$ cat src/rtl/rift2_wb_bridge.sv
// rift2_wb_bridge: Wishbone classic slave feeding the Rift2 core valid/ready request/response bus.
// Define RIFT2_WB_TIMEOUT_EN to enable the RSP watchdog (error ack after TIMEOUT cycles).
module rift2_wb_bridge #(
  parameter logic [31:0] BASE_ADDR = 32'h3000_0000,
  parameter logic [31:0] ADDR_MASK = 32'hFFF0_0000,
  parameter int unsigned TIMEOUT   = 255
) (
  input  logic        wb_clk_i,
  input  logic        wb_rst_n,
  input  logic        wbs_cyc_i,
  input  logic        wbs_stb_i,
  input  logic        wbs_we_i,
  input  logic [3:0]  wbs_sel_i,
  input  logic [31:0] wbs_adr_i,
  input  logic [31:0] wbs_dat_i,
  output logic        wbs_ack_o,
  output logic [31:0] wbs_dat_o,
  output logic        req_valid_o,
  input  logic        req_ready_i,
  output logic        req_we_o,
  output logic [31:0] req_addr_o,
  output logic [31:0] req_wdata_o,
  output logic [3:0]  req_wstrb_o,
  input  logic        rsp_valid_i,
  input  logic [31:0] rsp_rdata_i,
  input  logic        rsp_err_i,
  output logic        err_o,
  output logic        busy_o
);

  typedef enum logic [1:0] {IDLE, REQ, RSP, ACK} state_e;

  localparam logic [7:0] TO_LAST = 8'(TIMEOUT - 1);

  state_e      state_q, state_d;
  logic        ack_q, ack_d;
  logic [31:0] dat_q, dat_d;
  logic        req_valid_q, req_valid_d;
  logic        req_we_q, req_we_d;
  logic [31:0] req_addr_q, req_addr_d;
  logic [31:0] req_wdata_q, req_wdata_d;
  logic [3:0]  req_wstrb_q, req_wstrb_d;
  logic        err_q, err_d;
  logic        busy_q, busy_d;
  logic        abort_q, abort_d;
  logic        hit;
  logic        rsp_done;
  logic [31:0] rsp_data;

`ifdef RIFT2_WB_TIMEOUT_EN
  logic [7:0]  cnt_q, cnt_d;
`else
  logic        unused_timeout;
  assign unused_timeout = ^TO_LAST;
`endif

  assign hit = ((wbs_adr_i & ADDR_MASK) == BASE_ADDR);

  always_comb begin
    state_d     = state_q;
    ack_d       = 1'b0;
    dat_d       = dat_q;
    req_valid_d = req_valid_q;
    req_we_d    = req_we_q;
    req_addr_d  = req_addr_q;
    req_wdata_d = req_wdata_q;
    req_wstrb_d = req_wstrb_q;
    err_d       = err_q;
    abort_d     = abort_q;
    rsp_done    = 1'b0;
    rsp_data    = '0;
`ifdef RIFT2_WB_TIMEOUT_EN
    cnt_d       = cnt_q;
`endif
    unique case (state_q)
      IDLE: begin
        if (wbs_cyc_i && wbs_stb_i) begin
          if (hit) begin
            state_d     = REQ;
            req_valid_d = 1'b1;
            req_we_d    = wbs_we_i;
            req_addr_d  = wbs_adr_i;
            req_wdata_d = wbs_dat_i;
            req_wstrb_d = wbs_sel_i;
            abort_d     = 1'b0;
          end else begin
            state_d = ACK;
            ack_d   = 1'b1;
            dat_d   = '0;
          end
        end
      end
      REQ: begin
        if (!wbs_cyc_i) abort_d = 1'b1;
        if (req_ready_i) begin
          state_d     = RSP;
          req_valid_d = 1'b0;
`ifdef RIFT2_WB_TIMEOUT_EN
          cnt_d       = '0;
`endif
        end
      end
      RSP: begin
        if (!wbs_cyc_i) abort_d = 1'b1;
        if (rsp_valid_i) begin
          rsp_done = 1'b1;
          if (rsp_err_i) begin
            err_d    = 1'b1;
            rsp_data = '1;
          end else begin
            rsp_data = req_we_q ? '0 : rsp_rdata_i;
          end
        end
`ifdef RIFT2_WB_TIMEOUT_EN
        else if (cnt_q == TO_LAST) begin
          rsp_done = 1'b1;
          err_d    = 1'b1;
          rsp_data = '1;
        end else begin
          cnt_d = cnt_q + 8'd1;
        end
`endif
        // An abandoned Wishbone cycle still drains the core response, but is never acked.
        if (rsp_done) begin
          if (abort_q || !wbs_cyc_i) begin
            state_d = IDLE;
          end else begin
            state_d = ACK;
            ack_d   = 1'b1;
            dat_d   = rsp_data;
          end
        end
      end
      ACK: state_d = IDLE;
      default: state_d = IDLE;
    endcase
    busy_d = (state_d != IDLE);
  end

  always_ff @(posedge wb_clk_i or negedge wb_rst_n) begin
    if (!wb_rst_n) begin
      state_q     <= IDLE;
      ack_q       <= 1'b0;
      dat_q       <= '0;
      req_valid_q <= 1'b0;
      req_we_q    <= 1'b0;
      req_addr_q  <= '0;
      req_wdata_q <= '0;
      req_wstrb_q <= '0;
      err_q       <= 1'b0;
      busy_q      <= 1'b0;
      abort_q     <= 1'b0;
`ifdef RIFT2_WB_TIMEOUT_EN
      cnt_q       <= '0;
`endif
    end else begin
      state_q     <= state_d;
      ack_q       <= ack_d;
      dat_q       <= dat_d;
      req_valid_q <= req_valid_d;
      req_we_q    <= req_we_d;
      req_addr_q  <= req_addr_d;
      req_wdata_q <= req_wdata_d;
      req_wstrb_q <= req_wstrb_d;
      err_q       <= err_d;
      busy_q      <= busy_d;
      abort_q     <= abort_d;
`ifdef RIFT2_WB_TIMEOUT_EN
      cnt_q       <= cnt_d;
`endif
    end
  end

  assign wbs_ack_o   = ack_q;
  assign wbs_dat_o   = dat_q;
  assign req_valid_o = req_valid_q;
  assign req_we_o    = req_we_q;
  assign req_addr_o  = req_addr_q;
  assign req_wdata_o = req_wdata_q;
  assign req_wstrb_o = req_wstrb_q;
  assign err_o       = err_q;
  assign busy_o      = busy_q;

endmodule

$ cat config.mk
export PLATFORM = sky130hd
export DESIGN_NAME = rift2_wb_bridge
export DESIGN_NICKNAME = d
export VERILOG_FILES = /design/src/rtl/rift2_wb_bridge.sv
export SDC_FILE = /design/constraint.sdc
export NUM_CORES = 1
export LEC_CHECK = 0
export CORE_MARGIN = 10
export CORE_UTILIZATION = 45
export CTS_CLUSTER_SIZE = 28
export DETAILED_ROUTE_END_ITERATION = 7
export GPL_ROUTABILITY_DRIVEN = 0
export PLACE_DENSITY_LB_ADDON = 0.05
export SETUP_SLACK_MARGIN = 0.15
export SLEW_MARGIN = 20
export SYNTH_ARGS = -nofsm -noshare
export SYNTH_HDL_FRONTEND = slang
export SYNTH_SLANG_ARGS = --single-unit
$ cat constraint.sdc
create_clock -name wb_clk_i -period 3.7 [get_ports wb_clk_i]
set_input_delay 0.925 -clock wb_clk_i [delete_from_list [all_inputs] [get_ports wb_clk_i]]
set_output_delay 0.925 -clock wb_clk_i [all_outputs]
set_load 0.02 [all_outputs]
==> results of run 1 <==
power groups by stage:
stage | clock network, mW | registers [mW] | logic [mW]
floorplan | 0 | 1.66 | 0.531
global placement | 0 | 1.47 | 1.30
detailed placement | 0 | 1.48 | 1.31
CTS | 0.707 | 1.46 | 1.31
global route | 0.755 | 1.48 | 1.38
finish | 0.679 | 1.46 | 1.30
through the flow:
step	power (mW)	hold slack, ns	instance area [µm²]	setup WS [ns]
6_report	3.43	0.472	7080	0.816
5_1_grt	3.62	0.502	7080	0.627
4_1_cts	3.48	0.478	7080	0.775
3_5_place_dp	2.78	0.456	6900	0.380
3_3_place_gp	2.77	0.453	6900	0.465
2_1_floorplan	2.19	0.515	4600	1.43
synthesized netlist by cell type (2+ instances only):
| cell type | number | area share |
|---|---|---|
| inv_2 | 2 | 0.0016 |
| o22ai_1 | 2 | 0.0027 |
| buf_2 | 6 | 0.0065 |
| nand2b_1 | 3 | 0.0041 |
| buf_6 | 3 | 0.0073 |
| inv_1 | 2 | 0.0016 |
| nand2_1 | 6 | 0.0049 |
| dfrtp_1 | 108 | 0.59 |
| o21ai_0 | 3 | 0.0033 |
| mux2_1 | 59 | 0.14 |
| and2_1 | 11 | 0.015 |
| ha_1 | 4 | 0.011 |
| clkbuf_1 | 11 | 0.0090 |
| a21oi_1 | 34 | 0.037 |
| nor4_2 | 2 | 0.0054 |
| nor2_1 | 34 | 0.028 |
| mux2_4 | 30 | 0.098 |
placed cells by master, fill, tap and decap left out, types with 2 or more instances in the layout:
cell / Yosys / routed
o21ai_0: 3 / 3
nand2b_1: 3 / 3
nand2_1: 6 / 6
mux2_1: 59 / 59
nor2_1: 34 / 34
buf_4: 0 / 6
ha_1: 4 / 4
clkinv_2: 0 / 2
a21oi_1: 34 / 34
nor4_2: 2 / 2
inv_2: 2 / 2
dfrtp_1: 108 / 108
buf_12: 0 / 4
and2_1: 11 / 11
clkbuf_8: 0 / 10
inv_1: 2 / 2
o22ai_1: 2 / 2
clkdlybuf4s50_1: 0 / 211
mux2_4: 30 / 30
logic make-up (layout without fill, tap and decap cells):
kind of cell | count (synthesis) | count (layout) | synth area share
DFF | 108 | 108 | 0.587
muxes | 89 | 89 | 0.242
and+or+nand+nor | 65 | 65 | 0.0731
AOI/OAI and AO/OA | 48 | 48 | 0.0604
buffers and inverters | 24 | 238 | 0.0261
adders and majority gates | 4 | 4 | 0.0109
worst max path at each step:
stage	from	endpoint	slack (ns)
finish	wbs_adr_i[21]	req_addr_o[14]	0.82
global route	wbs_adr_i[25]	req_addr_o[9]	0.63
CTS	wbs_adr_i[25]	req_addr_o[14]	0.78
detailed placement	wbs_adr_i[25]	req_addr_o[14]	0.38
global placement	wbs_adr_i[25]	req_addr_o[13]	0.47
floorplan	wbs_adr_i[30]	wbs_dat_o[0]	1.43
state kept, by name, indices dropped and copies added, names as in the netlist:
signal,flops
req_addr_o,32
req_wdata_o,32
wbs_dat_o,32
req_wstrb_o,4
state_q,2
abort_q,1
busy_o,1
err_o,1
req_valid_o,1
req_we_o,1
wbs_ack_o,1
layer usage:
metal  vias up  global-route usage
li1       1592                   -
met1      1719               0.208
met2       144               0.295
met3        16              0.0577
met4         0              0.0656
met5         -                   0
final cells by class:
class | count | area (µm²)
Fill cell | 692 | 2790
Sequential cell | 108 | 2700
Timing Repair Buffer | 221 | 2240
Multi-Input combinational cell | 206 | 1780
Tap cell | 133 | 166
Clock buffer | 10 | 138
Clock inverter | 3 | 40.0
Inverter | 4 | 15.0
critical path, stage by stage:
cell and delay, ns:
clkdlybuf4s50_1 0.41, nor4_2 0.34, and3_1 0.27, nand3_2 0.46
buf_4 0.39, mux2_1 0.32
==> run metrics, run 1 <==
Worst Hold Path EP=req_addr_o[29]; Final setup viols=0; core area=0.00986 mm²; RR Endpoint=wbs_dat_o[31]; final wirelength=13100 µm; Worst Tran Pin Value=0.755 ns; post-route insts no fill=685; post-DP HPWL=10100 µm; row cnt=36; synthesis-to-finish area growth=53.8%; Final Max Slew Viols=0; Top FF cell, synth=dfrtp_1; TritonCTS clock tree=done; Initial Util=0.467; Max Buffers Root-to-Sink=2; Distinct cells, synth=35; crit-path max FO=23; initial drt markers=222; Final TNS setup=0 ns; WP data required=3.94 ns; Worst-path clk slew=0.09 ns; Seq/Total Area, Yosys=0.587; Psw=1.06 mW; post-route ant nets=0; Worst Skew=0.00845 ns; Boundary Pins=213; vias in the first global route=3659; Clk Latency, worst-skew pair=0.35 ns; GRT Total Usage=0.177; nets@finish=662; largest net degree at the start of global routing=59; Setup crit start kind=input pin; Fmax achieved=347 MHz; Clock Power Share=0.198; CP Capture Type=flop; Critical Path AT=3.12 ns; DR WL/cell=19.1 µm; switching share of power=0.307; ys async rst share=1.00; sequential share of power=0.424; worst reg-to-reg path cell count=7; Final Hold Vio Count=0; mapped cell area=0.00460 mm²; Hold Crit Class=flop to flop; diode count=0; Hold Path Depth=1; Synth Register Bits=108; antenna violations before repair=0; critical path class=input pin to flop; met2 WL=6490 µm; Via Count=3471; clock sinks=108; Reg2Reg Launch Point=state_q[1]; I/O Buffers=212; Vias/cell=5.07; combinational share of power=0.378; Die ar.=0.0147 mm²; drt pass-1 iters=4; P_int=2.38 mW; total CTS buffers=9; R2R Setup Slk=1.48 ns; relative slew slack=0.497; Placed Cells incl. Taps=672; max layer used=met4; grt ovf=0; met1 wire length=5090 µm; status=complete, no violations; Die X=121 µm; Post-CTS Setup Bufs=0; number of synthesis warnings=0; post-synthesis cell count=338; DRC errors left=0; RSZ-0062 raised after global routing=no; EDFF count, synth=0; final core occ=0.718; Clk Tree Root Cell=clkbuf_8; PostCTS Resize Cnt=0; H-tree Lvls=3; syn_nets=450; max cap viols=0; fin crit period=2.88 ns; VDD IR max=0.000442 V; layout cells sized above 1=0.107; # hold bufs at CTS=0; Routed met3 length=1240 µm; wire length of the first global-routing pass=20500 µm; Worst Min Path Start=req_addr_o[29]; Lkg Pwr=3.38 nW; Power Density=485 mW/mm²; syn_area_per_cell=13.6 µm²; Die Y-Extent=121 µm; crit share post-route=0.780
Power figures use the tool's default switching activity.
==> run 2, diff against run 1 <==
- CORE_UTILIZATION: 45 -> 37
- clock period: 3.7 -> 2.5 ns (I/O delays scaled with it)
==> run 2 against run 1 <==
  * Utilization shrank 12 points
  * Non-clock buffer count grew 1
  * Setup slack lost 0.50 ns
  * First-iteration DRC count shrank 23%
  * Register-to-register slack lost 1.1 ns
  * Combinational power grew 50%
  * Sequential power grew 48%
  * Die area grew 18%
  * Clock power grew 120%
==> run metrics, run 2 (same netlist as run 1, synthesis figures left out) <==
critical path class=input pin to flop; grt ovf=0; Psw=1.68 mW; antenna violations before repair=0; RR Endpoint=wbs_dat_o[14]; Boundary Pins=213; Worst-path clk slew=0.07 ns; crit share post-route=0.872; final core occ=0.600; total CTS buffers=9; initial drt markers=170; DRC errors left=0; Final Hold Vio Count=0; area post-placement=0.00696 mm²; drt pass-1 iters=4; Clk Tree Root Cell=clkbuf_16; delay-heaviest family, CP=simple AND/OR/NAND/NOR gates; pre-CTS setup slack=-0.0469 ns; VDD IR max=0.000467 V; Clk Latency, worst-skew pair=0.34 ns; clock sinks=108; Final TNS setup=0 ns; Hold Crit Class=input pin to asynchronous set/reset pin; crit-path max FO=21; Critical path origin=wbs_adr_i[25]; combinational share of power=0.349; Setup WS post-layout=0.321 ns; Die X=132 µm; H-tree Lvls=3; Critical Path AT=2.40 ns; Power Density=768 mW/mm²; status=complete, no violations; Clock Power Share=0.264; Lkg Pwr=3.45 nW; relative slew slack=0.609; fin crit period=2.18 ns; Post-CTS Setup Bufs=0; layout cells sized above 1=0.113; I/O Buffers=212; Die Y-Extent=132 µm; post-route ant nets=0; final wirelength=13300 µm; Reg2Reg Launch Point=state_q[1]; post-DP HPWL=9990 µm; nets@finish=663; sequential share of power=0.387; WP data required=2.72 ns; CP bufs+invs=2; Fmax achieved=459 MHz; hold_ws=0.332 ns; commonest non-fill, non-tap cell in the layout=clkdlybuf4s50_1; Setup crit start kind=input pin; RSZ-0062 raised after global routing=no; diode count=0; wire length of the first global-routing pass=20900 µm; Max Buffers Root-to-Sink=2; crit-path max cell delay=0.41 ns; synthesis-to-finish area growth=58.0%; TritonCTS clock tree=done; R2R Setup Slk=0.37 ns; switching share of power=0.301; Worst path slowest cell=clkdlybuf4s50_1; row cnt=40; PostCTS Resize Cnt=0; Final Max Slew Viols=0; commonest cells after routing, fill and taps aside=clkdlybuf4s50_1 (211), dfrtp_1 (108), mux2_1 (59); vias in the first global route=3673; core area=0.0121 mm²; Worst Skew=0.00794 ns; Crit path depth=6; CP Cell Sequence=clkdlybuf4s50_1 -> nor4_2 -> and3_1 -> a211o_2 -> buf_12 -> mux2_4; Finished Cell Area=0.00727 mm²; Final setup viols=0; Die ar.=0.0173 mm²; Vias/cell=4.67; max cap viols=0; CP Capture Type=flop; GRT Total Usage=0.151; Via Count=3383; Worst Tran Pin Value=0.586 ns; largest net degree at the start of global routing=109; worst reg-to-reg path cell count=7; DR WL/cell=18.3 µm; # hold bufs at CTS=0; Initial Util=0.380; P_int=3.90 mW; crit path capture=wbs_dat_o[30]
-- run 2: changes by cell type in the layout (fill, tap and decap cells not counted) --
cell / before / now
clkbuf_16: 0 / 9
buf_4: 6 / 7
nand3_2: 1 / 0
nand3_4: 0 / 1
clkbuf_8: 10 / 2
inv_6: 0 / 2
-- run 2: how the worst min path moves through the flow --
stage	endpoint	slack (ns)
final	req_addr_o[28]	0.33
after global routing	req_addr_o[28]	0.39
after CTS	req_addr_o[28]	0.37
after detailed placement	req_addr_o[29]	0.46
after global placement	req_addr_o[29]	0.45
after floorplan	abort_q	0.33
-- run 2: per-stage QoR --
stage               power [mW]  instances
finish                    5.58        724
global route              5.87        724
CTS                       5.67        724
detailed placement        4.16        708
global placement          4.13        708
floorplan                 3.25        338
-- run 2: power by group through the flow --
stage / sequential [mW] / combinational, mW / clock, mW
global route: 2.19 / 2.08 / 1.60
CTS: 2.16 / 1.98 / 1.53
finish: 2.16 / 1.95 / 1.48
floorplan: 2.46 / 0.785 / 0
global placement: 2.19 / 1.95 / 0
detailed placement: 2.19 / 1.97 / 0
-- run 2: area by class of cell --
cell class,instances,area (µm²)
clock buffer,11,253
clock inverter,5,57.6
fill,1041,4840
inverter,4,15.0
multi-input combinational,206,1790
sequential,108,2700
tap,168,210
timing repair buffer,222,2240
-- run 2: metal layers --
| layer | share of wire | up-vias | track usage | wire (µm) |
|---|---|---|---|---|
| li1 | - | 1602 | - | - |
| met1 | 0.44 | 1643 | 0.183 | 5820 |
| met4 | 0.012 | 0 | 0.0501 | 163 |
| met3 | 0.071 | 10 | 0.0507 | 935 |
| met2 | 0.48 | 128 | 0.245 | 6350 |
| met5 | 0 | - | 0 | 0 |
